==> src/rtl/ir_decode_queue.sv <==
// MIPS control decoder feeding a DEPTH-entry bundle FIFO with valid/ready handshakes, flush and async reset.
// Optional feature: define IRDEC_EXC_EN to flag illegal opcodes and block intake after a syscall/illegal bundle.
module ir_decode_queue #(
  parameter int PC_W  = 32,
  parameter int DEPTH = 2
) (
  input  logic            clk,
  input  logic            rst,
  input  logic            in_valid,
  output logic            in_ready,
  input  logic [31:0]     in_ir,
  input  logic [PC_W-1:0] in_pc,
  input  logic            flush,
  output logic            out_valid,
  input  logic            out_ready,
  output logic [PC_W-1:0] out_pc,
  output logic [31:0]     out_ir,
  output logic [14:0]     out_ctrl,
  output logic            exc_req
);

  localparam int AW = $clog2(DEPTH);
  localparam logic [AW:0] FULL_CNT = (AW+1)'(DEPTH);

  localparam int REG_DST   = 0;
  localparam int MEM_READ  = 1;
  localparam int MEM_WRITE = 2;
  localparam int BRANCH    = 3;
  localparam int JMP       = 4;
  localparam int REG_WRITE = 5;
  localparam int MEM_TO_REG= 6;
  localparam int ALU_SRC   = 7;
  localparam int JAL       = 11;
  localparam int JR        = 12;
  localparam int SYSCALL   = 13;
  localparam int ILLEGAL   = 14;

  typedef struct packed {
    logic [PC_W-1:0] pc;
    logic [31:0]     ir;
    logic [14:0]     ctrl;
  } entry_t;

  entry_t        mem_q [DEPTH];
  entry_t        mem_d [DEPTH];
  entry_t        head_q, head_d, new_entry;
  logic [AW-1:0] rd_ptr_q, rd_ptr_d, wr_ptr_q, wr_ptr_d;
  logic [AW:0]   count_q, count_d;
  logic          out_valid_q, out_valid_d;
  logic [14:0]   dec_ctrl;
  logic [5:0]    op, func;
  logic          push, pop, blocked;

  assign op   = in_ir[31:26];
  assign func = in_ir[5:0];

  always_comb begin
    dec_ctrl = '0;
    case (op)
      6'h00: begin
        if (func == 6'h08) begin
          dec_ctrl[REG_DST] = 1'b1;
          dec_ctrl[10:8]    = 3'b111;
          dec_ctrl[JR]      = 1'b1;
        end else if (func == 6'h0C) begin
          dec_ctrl[SYSCALL] = 1'b1;
        end else begin
          dec_ctrl[REG_DST]   = 1'b1;
          dec_ctrl[REG_WRITE] = 1'b1;
          dec_ctrl[10:8]      = 3'b111;
        end
      end
      6'h23: begin
        dec_ctrl[MEM_READ]   = 1'b1;
        dec_ctrl[MEM_TO_REG] = 1'b1;
        dec_ctrl[REG_WRITE]  = 1'b1;
        dec_ctrl[ALU_SRC]    = 1'b1;
      end
      6'h2B: begin
        dec_ctrl[MEM_WRITE] = 1'b1;
        dec_ctrl[ALU_SRC]   = 1'b1;
      end
      6'h04, 6'h05: begin
        dec_ctrl[BRANCH] = 1'b1;
        dec_ctrl[10:8]   = 3'b001;
      end
      6'h02: dec_ctrl[JMP] = 1'b1;
      6'h03: begin
        dec_ctrl[JMP]       = 1'b1;
        dec_ctrl[JAL]       = 1'b1;
        dec_ctrl[REG_WRITE] = 1'b1;
      end
      6'h08, 6'h0C, 6'h0D, 6'h0A, 6'h0F: begin
        dec_ctrl[ALU_SRC]   = 1'b1;
        dec_ctrl[REG_WRITE] = 1'b1;
        case (op)
          6'h0C:   dec_ctrl[10:8] = 3'b010;
          6'h0D:   dec_ctrl[10:8] = 3'b011;
          6'h0A:   dec_ctrl[10:8] = 3'b100;
          6'h0F:   dec_ctrl[10:8] = 3'b101;
          default: dec_ctrl[10:8] = 3'b000;
        endcase
      end
      default: begin
`ifdef IRDEC_EXC_EN
        dec_ctrl[ILLEGAL] = 1'b1;
`else
        dec_ctrl = '0;
`endif
      end
    endcase
  end

  assign new_entry = '{pc: in_pc, ir: in_ir, ctrl: dec_ctrl};
  assign in_ready  = (count_q != FULL_CNT) && !blocked;
  assign push      = in_valid && in_ready && !flush;
  assign pop       = out_valid_q && out_ready && !flush;

  // The head register is loaded with whatever will sit at the read pointer after this edge,
  // taking the incoming bundle directly when it lands in that very slot.
  always_comb begin
    mem_d       = mem_q;
    rd_ptr_d    = rd_ptr_q;
    wr_ptr_d    = wr_ptr_q;
    count_d     = count_q;
    out_valid_d = out_valid_q;
    head_d      = head_q;
    if (flush) begin
      rd_ptr_d    = '0;
      wr_ptr_d    = '0;
      count_d     = '0;
      out_valid_d = 1'b0;
    end else begin
      if (push) begin
        mem_d[wr_ptr_q] = new_entry;
        wr_ptr_d        = wr_ptr_q + AW'(1);
      end
      if (pop) rd_ptr_d = rd_ptr_q + AW'(1);
      case ({push, pop})
        2'b10:   count_d = count_q + (AW+1)'(1);
        2'b01:   count_d = count_q - (AW+1)'(1);
        default: count_d = count_q;
      endcase
      out_valid_d = (count_d != '0);
      if (out_valid_d) begin
        head_d = (push && (wr_ptr_q == rd_ptr_d)) ? new_entry : mem_q[rd_ptr_d];
      end
    end
  end

  always_ff @(posedge clk or posedge rst) begin
    if (rst) begin
      for (int i = 0; i < DEPTH; i++) mem_q[i] <= '0;
      rd_ptr_q    <= '0;
      wr_ptr_q    <= '0;
      count_q     <= '0;
      out_valid_q <= 1'b0;
      head_q      <= '0;
    end else begin
      mem_q       <= mem_d;
      rd_ptr_q    <= rd_ptr_d;
      wr_ptr_q    <= wr_ptr_d;
      count_q     <= count_d;
      out_valid_q <= out_valid_d;
      head_q      <= head_d;
    end
  end

`ifdef IRDEC_EXC_EN
  logic exc_req_q, exc_req_d, exc_blk_q, exc_blk_d;

  always_comb begin
    exc_req_d = push && (dec_ctrl[SYSCALL] || dec_ctrl[ILLEGAL]);
    exc_blk_d = flush ? 1'b0 : (exc_blk_q || exc_req_d);
  end

  always_ff @(posedge clk or posedge rst) begin
    if (rst) begin
      exc_req_q <= 1'b0;
      exc_blk_q <= 1'b0;
    end else begin
      exc_req_q <= exc_req_d;
      exc_blk_q <= exc_blk_d;
    end
  end

  assign exc_req = exc_req_q;
  assign blocked = exc_blk_q;
`else
  assign exc_req = 1'b0;
  assign blocked = 1'b0;
`endif

  assign out_valid = out_valid_q;
  assign out_pc    = head_q.pc;
  assign out_ir    = head_q.ir;
  assign out_ctrl  = head_q.ctrl;

endmodule

==> config.mk <==
export PLATFORM = sky130hd
export DESIGN_NAME = ir_decode_queue
export DESIGN_NICKNAME = d
export VERILOG_FILES = /design/src/rtl/ir_decode_queue.sv
export SDC_FILE = /design/constraint.sdc
export NUM_CORES = 1
export LEC_CHECK = 0
export CORE_UTILIZATION = 55
export CTS_CLUSTER_SIZE = 25
export DETAILED_ROUTE_END_ITERATION = 6
export GPL_ROUTABILITY_DRIVEN = 0
export PLACE_DENSITY = 0.81
export SETUP_SLACK_MARGIN = 0.2
export SYNTH_ARGS = -nofsm -noshare
export SYNTH_HDL_FRONTEND = slang
export SYNTH_SLANG_ARGS = --single-unit
==> constraint.sdc <==
create_clock -name clk -period 16.3 [get_ports clk]
set_clock_uncertainty 0.2 [all_clocks]
set_input_delay 1.63 -clock clk [delete_from_list [all_inputs] [get_ports clk]]
set_output_delay 1.63 -clock clk [all_outputs]
set_load 0.02 [all_outputs]
==> qor.yml, run 1 <==
outcome:
  status: "finished clean"
routing:
  drt-wirelength-per-cell_um: 17.5
  avgViaCountPerCell: 5.57
  routed_wl_um: 21700
  drt-pass1-iter-count: 4
  via_count: 6901
  initialDrtViolationCount: 317
  drc_errors: 0
  ant_nets: 0
floorplanning:
  design.die.area_um2: 19000
  rows: 49
  io_pins: 151
  start_util: 0.563
  die_y_um: 138
  die_w_um: 138
  fp.coreArea_um2: 18000
global_route:
  first_global_vias: 7172
  grt_use_met2: 0.390
  antenna_found_initial: 0
  grt_overflow_total: 0
  grt_max_degree: 94
  gr-usage-all-layers: 0.240
  grtUsageMet3: 0.0684
  top_usage_layer: "met2"
  grt_pass1_wl_um: 35700
  grtUsageMet1: 0.313
logic_synthesis:
  synth_top_family_by_area: "multiplexers"
  yosysWarnings: 0
  synth_compound_area_frac: 0.0869
  postSynthAreaPerCell_um2: 11.8
  synthAdderAreaFrac: 0.00123
  ys_ff_latch: 236
  synthArstFlopShare: 1.00
  synth_ff_type: "dfrtp_1"
  synthDistinctLibCells: 61
  synth_mux_area_frac: 0.188
  ys_seq_area_frac: 0.582
  synth_edf_count: 0
  syn-cell-area_um2: 10100
  synth_simple_gate_area_frac: 0.104
  netlist_instances: 863
  synth-xor-area-share: 0.00666
setup_path:
  slowest_delay_ns: 0.71
  reg2reg_slack_ns: 12.26
  crit_path_cell_trace: "clkdlybuf4s50_1, nand2b_4, nor2_2, inv_2, ha_1, and2b_1, a21oi_1, o21ai_4, buf_4, buf_4, a21oi_1, a22o_1"
  crit_required_ns: 16.50
  critPathArrivalTime_ns: 5.48
  path_class: "primary input to flip-flop"
  critPathCaptureType: "flip-flop"
  worst_path_max_delay_cell: "buf_4"
  cpLargestDelayFamily: "buffers and inverters"
  critPathLaunchType: "primary input"
  critPathBufInv: 4
  crit_fanout: 76
power_and_ir_drop:
  worst_ir_drop_vdd_mv: 0.134
  power_frac_comb: 0.272
  leakagePower_nw: 5.57
  p_seq_frac: 0.414
  finalPower_mw: 2.01
  swShare: 0.291
  powerDensity_nw_per_um2: 158
  clkPwrFrac: 0.314
  p_int_mw: 1.42
  p_sw_uw: 584
clock_network:
  clkSinkCount: 236
  cts_htree_levels: 1
  clkLatencyLatePin_ns: 0.51
  cts_setup_buffers: 0
  ctsHoldBuffers: 0
  post_cts_resize_count: 0
  root_buffer: "clkbuf_16"
  clock_path_buffers: 3
  cts.clk_slew.worst_paths_ns: 0.06
  cts_tree: "yes"
  cts_inserted_buffers: 25
sta:
  hold_violations: 0
  drv_slew: 0
  min_period_ns: 5.28
  hold_ws_ns: 0.276
  worstMarginPinSlew_ns: 1.00
  layout_setup_ws_ns: 11.02
  timing.final.crit_share: 0.324
  finalSetupTns_ns: 0
  rsz0062_at_grt: "false"
  maxSlewHeadroom: 0.333
  timing.fmax_mhz: 189
  final-setup-viol-count: 0
final_layout:
  n_antenna_cell: 0
  fin_cells: 1239
  layout-drive-gt1-share: 0.139
  multi_input_area_um2: 3970
  regArea_um2: 5910
  nets: 1062
  n_fill_cell: 1306
  area_growth_pct: 25.2
placement:
  dp_hpwl_um: 13600
  dp.cells: 1194
  dpl_worst_slack_ns: 10.49
  port-buffer-count: 148
flow_run:
  drv_cap: 0
hold_path:
  min_path_type: "flip-flop to flip-flop"
-- per-layer routing --
layer	vias up	wire length (um)
met5	-	0
met4	0	456
met3	37	1570
met2	180	10200
met1	3434	9490
li1	3250	-
-- logic make-up (layout without fill, tap and decap cells) --
family | after synthesis | after routing
other cells | 1 | 2
fa+ha+maj | 1 | 1
buf+inv | 66 | 212
flops | 236 | 236
simple gates | 234 | 234
xor+xnor | 6 | 6
mux | 176 | 176
compound gates | 143 | 143
-- tightest hold or removal path: stages, from the launching register on --
cell and delay [ns]:
dfrtp_1 0.34, nand2_1 0.05, nand2_1 0.06
-- metrics by stage --
step	area (um^2)	util
5_1_grt	12700	0.705
2_1_floorplan	10200	-
3_3_place_gp	11800	0.653
4_1_cts	12700	0.705
6_report	12700	0.705
3_5_place_dp	11800	0.653
-- cell usage after synthesis (all sizes together) (2+ instances only) --
master / count / area (um^2)
dfrtp: 236 / 5910
nand2: 165 / 619
mux2: 117 / 1320
o21ai: 85 / 429
mux2i: 59 / 591
buf: 40 / 215
nor2: 20 / 80.1
clkbuf: 18 / 67.6
nand3: 10 / 55.1
nor3: 10 / 61.3
o31ai: 10 / 75.1
inv: 8 / 30.0
a21oi: 7 / 35.0
a221oi: 7 / 61.3
a31o: 7 / 61.3
o21a: 7 / 52.6
a22o: 6 / 52.6
nand2b: 6 / 45.0
nor4: 4 / 40.0
xnor2: 4 / 42.6
a31oi: 3 / 18.8
nor2b: 3 / 26.3
and3: 2 / 12.5
nand3b: 2 / 27.5
nand4: 2 / 12.5
nor4bb: 2 / 20.0
o211ai: 2 / 15.0
o311a: 2 / 20.0
or3: 2 / 12.5
xor2: 2 / 25.0
-- worst paths after layout --
| path | from | to | cells past startpoint |
|---|---|---|---|
| max | flush | out_ctrl[11] | 12 |
| min | mem_q[87] | mem_q[87] | 2 |
| max reg2reg | count_q[1] | out_ctrl[11] | 11 |
| min reg2reg | mem_q[87] | mem_q[87] | 2 |
| max in group asynchronous | rst | mem_q[12] | 3 |
| min in group asynchronous | rst | out_pc[16] | 2 |
-- layout make-up --
cell class	instances	share of cell area
Timing Repair Buffer	159	0.123
Tap cell	229	0.0226
Sequential cell	236	0.465
Inverter	8	0.00295
Clock buffer	32	0.0568
Clock inverter	13	0.0171
Multi-Input combinational cell	562	0.313
-- sequential cells by signal, summed over array words and instances, names as in the netlist --
register   flops
wr_ptr_q       1
out_ir        32
out_ctrl      13
mem_q        154
count_q        2
out_valid      1
out_pc        32
rd_ptr_q       1
-- cells in the final DEF, fill, tap and decap left out, types with 11 or more instances in the layout --
cell             synthesis  routed
dfrtp_1                236     236
nand2_1                165     165
clkdlybuf4s50_1          0     148
mux2_2                  63      63
mux2i_1                 59      59
o21ai_1                 57      57
mux2_1                  54      54
o21ai_0                 27      27
clkbuf_16                0      25
nor2_1                  18      18
buf_4                    8      11
-- power groups by stage --
stage | clock [mW] | sequential [mW] | combinational, mW
2_1_floorplan | 0 | 0.907 | 0.245
3_3_place_gp | 0 | 0.833 | 0.533
3_5_place_dp | 0 | 0.840 | 0.547
4_1_cts | 0.644 | 0.832 | 0.553
5_1_grt | 0.662 | 0.849 | 0.598
6_report | 0.631 | 0.831 | 0.546
Power figures use the tool's default switching activity.
==> run 2, diff against run 1 <==
- CORE_UTILIZATION: 55 -> 49
- PLACE_DENSITY: 0.81 -> 0.76
- clock period: 16.3 -> 4.36 ns (I/O delays scaled with it)
==> run 2 against run 1 <==
Compared with the run above:
- worst setup slack worse by 9.7 ns
- total power increased to 3.7 times the previous value
- hold slack improved by 0.00060 ns
- cell count increased by 4.0%
- core utilization is 7.2 points lower
- critical path depth unchanged
- cell area increased by 1.1%
- wire length increased by 2.0%
- highest routed layer is now met5
==> qor.yml, run 2 (same netlist as run 1, synthesis figures left out) <==
final_layout:
  final_common_cell: "dfrtp_1"  # unchanged
  layout-drive-gt1-share: 0.141  # was 0.139
  utilization: 0.633  # was 0.705
  largest_register_ffs: 154  # unchanged
  top_register: "mem_q"  # unchanged
  final_cell_mix: "236 x dfrtp_1, 165 x nand2_1, 148 x clkdlybuf4s50_1, 63 x mux2_2, 59 x mux2i_1"  # unchanged
  nets: 1069  # was 1062
  fin_cells: 1289  # was 1239
  area_growth_pct: 26.6  # was 25.2%
global_route:
  gr-usage-all-layers: 0.214  # was 0.240
  first_global_vias: 7210  # was 7172
  grt_overflow_total: 0  # unchanged
  grt_pass1_wl_um: 37000  # was 35700 um
  grt_max_degree: 87  # was 94
  antenna_found_initial: 3  # was 0
clock_network:
  clock_path_buffers: 3  # unchanged
  clkSinkCount: 236  # unchanged
  cts.clk_slew.worst_paths_ns: 0.06  # about the same
  cts_tree: "yes"  # unchanged
  cts_htree_levels: 1  # unchanged
  cts_setup_buffers: 0  # unchanged
  cts_inserted_buffers: 25  # unchanged
  clkLatencyLatePin_ns: 0.52  # was 0.51 ns
  ctsHoldBuffers: 1  # was 0
  root_buffer: "clkbuf_16"  # unchanged
  post_cts_resize_count: 0  # unchanged
floorplanning:
  die_y_um: 146  # was 138 um
  design.die.area_um2: 21300  # was 19000 um^2
  fp.coreArea_um2: 20300  # was 18000 um^2
  start_util: 0.500  # was 0.563
  die_w_um: 146  # was 138 um
  rows: 52  # was 49
  io_pins: 151  # unchanged
routing:
  wl_met3_um: 1560  # was 1570 um
  initialDrtViolationCount: 338  # was 317
  routed_wl_um: 22100  # was 21700 um
  dr_wl_met2_um: 10400  # was 10200 um
  drc_errors: 0  # unchanged
  via_count: 6932  # was 6901
  ant_nets: 0  # unchanged
  drt-wirelength-per-cell_um: 17.2  # was 17.5 um
  wl_met1_um: 9790  # was 9490 um
  dr.max_layer_used: "met5"  # was met4
  drt-pass1-iter-count: 4  # unchanged
  avgViaCountPerCell: 5.38  # was 5.57
sta:
  timing.fmax_mhz: 333
  layout_setup_ws_ns: 1.36  # was 11.02 ns
  finalSetupTns_ns: 0  # unchanged
  timing.final.crit_share: 0.689
  final-setup-viol-count: 0  # unchanged
  maxSlewHeadroom: 0.449  # was 0.333
  drv_slew: 0  # unchanged
  rsz0062_at_grt: "false"  # unchanged
  worstMarginPinSlew_ns: 0.815  # was 1.00 ns
  hold_violations: 0  # unchanged
  hold_ws_ns: 0.276  # about the same
  min_period_ns: 3.00
power_and_ir_drop:
  swShare: 0.295  # was 0.291
  p_sw_mw: 2.20  # was 584 uW
  p_int_mw: 5.25  # was 1.42 mW
  clkPwrFrac: 0.308  # was 0.314
  powerDensity_nw_per_um2: 579  # was 158 nW/um^2
  power_frac_comb: 0.276  # was 0.272
  worst_ir_drop_vdd_mv: 0.410  # was 0.134 mV
  p_seq_frac: 0.416  # was 0.414
  leakagePower_nw: 5.60  # was 5.57 nW
outcome:
  status: "finished clean"  # unchanged
setup_path:
  critPathArrivalTime_ns: 3.20  # was 5.48 ns
  path_class: "primary input to flip-flop"  # unchanged
  critPathLaunchType: "primary input"  # unchanged
  crit_fanout: 86  # was 76
  critPathCaptureType: "flip-flop"  # unchanged
  crit_required_ns: 4.56  # was 16.50 ns
placement:
  dp.cells: 1241  # was 1194
  dpl_worst_slack_ns: 0.837  # was 10.49 ns
  dp_hpwl_um: 14200  # was 13600 um
  port-buffer-count: 148  # unchanged
flow_run:
  drv_cap: 0  # unchanged
hold_path:
  min_path_type: "flip-flop to flip-flop"  # unchanged
-- run 2: cell count changes in the layout (fill, tap and decap cells not counted), moves of 2 or more --
cell       previous run  this run
clkinv_2              6         4
buf_12                0         6
clkbuf_1              0         3
bufinv_16             6         4
-- run 2: layout make-up --
cell class                 count  area (um^2)
antenna                        1         2.50
clock buffer                  36          747
clock inverter                10          156
fill                        1633         7450
inverter                       8         33.8
multi-input combinational    562         3970
sequential                   236         5910
tap                          270          338
timing repair buffer         166         1690
-- run 2: routing by layer --
metal,GRT usage,up-vias
li1,-,3274
met1,0.278,3457
met2,0.350,164
met3,0.0655,33
met4,0.0526,4
met5,0,-
-- run 2: worst max-delay path, stage by stage --
cell and delay [ns]:
clkdlybuf4s50_1 0.63, nand2b_4 0.22, nor2_2 0.03, buf_4 0.17, inv_2 0.15, ha_1 0.29
and2b_1 0.24, a21oi_1 0.10, o21ai_4 0.26, buf_12 0.35, a21oi_1 0.08, a22o_1 0.20
-- run 2: worst paths after layout --
kind,start,to,slack [ns],depth (start not counted)
worst max-delay path,flush,out_ctrl[4],1.36,12
worst min-delay path,mem_q[8],mem_q[8],0.28,2
worst max register to register,count_q[1],out_ctrl[4],1.40,11
worst min register to register,mem_q[8],mem_q[8],0.28,2
max in group asynchronous,rst,wr_ptr_q,2.58,4
min in group asynchronous,rst,mem_q[137],0.53,3
-- run 2: power groups by stage --
stage | logic (mW) | clock network, mW | registers (mW)
6_report | 2.06 | 2.29 | 3.10
5_1_grt | 2.25 | 2.41 | 3.17
4_1_cts | 2.09 | 2.32 | 3.11
3_5_place_dp | 2.07 | 0 | 3.14
3_3_place_gp | 2.02 | 0 | 3.11
2_1_floorplan | 0.915 | 0 | 3.39
-- run 2: metrics by stage --
stage | instance area, um^2 | power, mW
2_1_floorplan | 10200 | 4.31
3_3_place_gp | 11900 | 5.13
3_5_place_dp | 11900 | 5.21
4_1_cts | 12800 | 7.51
5_1_grt | 12800 | 7.83
6_report | 12800 | 7.45
==> run 3, diff against run 2 <==
- CORE_UTILIZATION: 49 -> 54
- PLACE_DENSITY: 0.76 -> 0.8
- clock period: 4.36 -> 3.1 ns (I/O delays scaled with it)
==> run 3 against run 2 <==
Compared with the run above:
- the flow now finishes with violations (DRC)
- clock-buffer cell count is 1 higher
- sequential power is 40% higher
- combinational power rose by 42%
- critical path depth fell by 2
- via count fell by 0.17%
- non-clock buffer count grew 10
- cell count fell by 2.6%
- worst setup slack got worse by 0.93 ns
- largest cell class unchanged
- largest power group unchanged
==> qor.yml, run 3 (same netlist as run 1, synthesis figures left out) <==
global_route:
  antenna_found_initial: 1  # was 3
  grt_overflow_total: 0  # unchanged
  gr-usage-all-layers: 0.237  # was 0.214
  grt_max_degree: 73  # was 87
  grt_pass1_wl_um: 37000  # about the same
  first_global_vias: 7270  # was 7210
final_layout:
  final_cell_mix: "236 x dfrtp_1, 165 x nand2_1, 148 x clkdlybuf4s50_1, 63 x mux2_2, 59 x mux2i_1"  # unchanged
  regArea_um2: 5910  # unchanged
  area_growth_pct: 26.4  # was 26.6%
  final_common_cell: "dfrtp_1"  # unchanged
  multi_input_area_um2: 3970  # unchanged
  layout-drive-gt1-share: 0.146  # was 0.141
  nets: 1078  # was 1069
  utilization: 0.704  # was 0.633
  top_register: "mem_q"  # unchanged
  n_fill_cell: 1328  # was 1633
  largest_register_ffs: 154  # unchanged
clock_network:
  post_cts_resize_count: 0  # unchanged
  root_buffer: "clkbuf_16"  # unchanged
  cts_inserted_buffers: 24  # was 25
  cts_setup_buffers: 0  # unchanged
  clkSinkCount: 236  # unchanged
  cts_htree_levels: 1  # unchanged
  clkLatencyLatePin_ns: 0.51  # was 0.52 ns
  cts_tree: "yes"  # unchanged
  cts.clk_slew.worst_paths_ns: 0.06  # about the same
  clock_path_buffers: 3  # unchanged
  ctsHoldBuffers: 0  # was 1
outcome:
  status: "finished, violations left"  # was finished clean
  violations: "DRC"
floorplanning:
  die_w_um: 139  # was 146 um
  design.die.area_um2: 19300  # was 21300 um^2
  die_y_um: 139  # was 146 um
  io_pins: 151  # unchanged
  rows: 49  # was 52
  fp.coreArea_um2: 18200  # was 20300 um^2
  start_util: 0.557  # was 0.500
setup_path:
  crit_fanout: 72  # was 86
  crit_top_cell: "a21oi_1"  # unchanged
  critPathCaptureType: "flip-flop"  # unchanged
  crit_required_ns: 3.30  # was 4.56 ns
  cpLargestDelayFamily: "compound AO/OA/AOI/OAI gates"  # was buffers and inverters
  critPathLaunchType: "flip-flop"  # was primary input
  crit_path_cell_trace: "nor2b_4, nor2_2, inv_2, ha_1, and2b_1, a21oi_1, o21ai_4, buf_12, a21oi_1, a22o_1"  # was clkdlybuf4s50_1, nand2b_4, nor2_2, buf_4, inv_2, ha_1, and2b_1, a21oi_1, o21ai_4, buf_12, a21oi_1, a22o_1
  slowest_delay_ns: 0.45  # was 0.63 ns
  path_class: "flip-flop to flip-flop"  # was primary input to flip-flop
  worst_path_max_delay_cell: "dfrtp_1"  # was clkdlybuf4s50_1
  critPathArrivalTime_ns: 2.87  # was 3.20 ns
  critPathBufInv: 2  # was 4
power_and_ir_drop:
  leakagePower_nw: 5.62  # was 5.60 nW
  worst_ir_drop_vdd_mv: 0.536  # was 0.410 mV
  finalPower_mw: 10.1  # was 7.45 mW
  powerDensity_nw_per_um2: 789  # was 579 nW/um^2
sta:
  timing.fmax_mhz: 374
  maxSlewHeadroom: 0.514  # was 0.449
  min_period_ns: 2.67
  timing.final.crit_share: 0.862
  drv_slew: 0  # unchanged
  rsz0062_at_grt: "false"  # unchanged
  finalSetupTns_ns: 0  # unchanged
  worstMarginPinSlew_ns: 0.727  # was 0.815 ns
  final-setup-viol-count: 0  # unchanged
  hold_violations: 0  # unchanged
routing:
  via_count: 6920  # was 6932
  routed_wl_um: 21700  # was 22100 um
  ant_nets: 0  # unchanged
  drt-wirelength-per-cell_um: 17.3  # was 17.2 um
  initialDrtViolationCount: 368  # was 338
  drc_errors: 20  # was 0
  drt-pass1-iter-count: 6  # was 4
  avgViaCountPerCell: 5.51  # was 5.38
hold_path:
  min_path_type: "primary input to async pin"  # was flip-flop to flip-flop
flow_run:
  drv_cap: 0  # unchanged
placement:
  port-buffer-count: 148  # unchanged
  dp_hpwl_um: 14200  # about the same
[run 3: cell count changes in the layout (fill, tap and decap cells not counted), moves of 2 or more]
cell and delta:
buf_4 +6, buf_12 +5, bufinv_16 -3, clkbuf_1 +2
[run 3: path summary, 6_finish.rpt]
check	slack (ns)	cells past startpoint	endpoint	startpoint
worst max-delay path	0.43	10	out_ctrl[11]	count_q[1]
worst min-delay path	0.07	2	out_pc[3]	rst
worst max register to register	0.43	10	out_ctrl[11]	count_q[1]
worst min register to register	0.27	2	mem_q[86]	mem_q[86]
max in group asynchronous	1.95	3	mem_q[67]	rst
min in group clk	0.23	3	mem_q[75]	in_pc[28]
[run 3: through the flow]
stage	worst slack, ns	std cells	hold WS [ns]	cell area, um^2
2_1_floorplan	-0.502	864	0.173	10200
3_3_place_gp	0.198	1211	0.252	12000
3_5_place_dp	0.0939	1211	0.260	12000
4_1_cts	0.419	1254	0.0733	12800
5_1_grt	0.288	1254	0.0954	12800
6_report	0.428	1255	0.0678	12800
[run 3: layer usage]
layer	track usage	wire length, um	vias to the layer above
met4	0.0608	328	0
met3	0.0642	1570	26
met2	0.397	10400	152
li1	-	-	3292
met1	0.306	9420	3450
met5	0	0	-
[run 3: report_power, final]
part | internal, mW | total (mW) | switching [mW]
combinational | 1.42 | 2.92 | 1.50
clock | 1.70 | 2.85 | 1.15
sequential | 3.97 | 4.35 | 0.370
[run 3: area by class of cell]
type | instances | share of cell area
Sequential cell | 236 | 0.460
Multi-Input combinational cell | 562 | 0.310
Timing Repair Buffer | 176 | 0.143
Clock buffer | 37 | 0.0569
Tap cell | 229 | 0.0223
Clock inverter | 6 | 0.00517
Inverter | 8 | 0.00263
Antenna cell | 1 | 0.000195
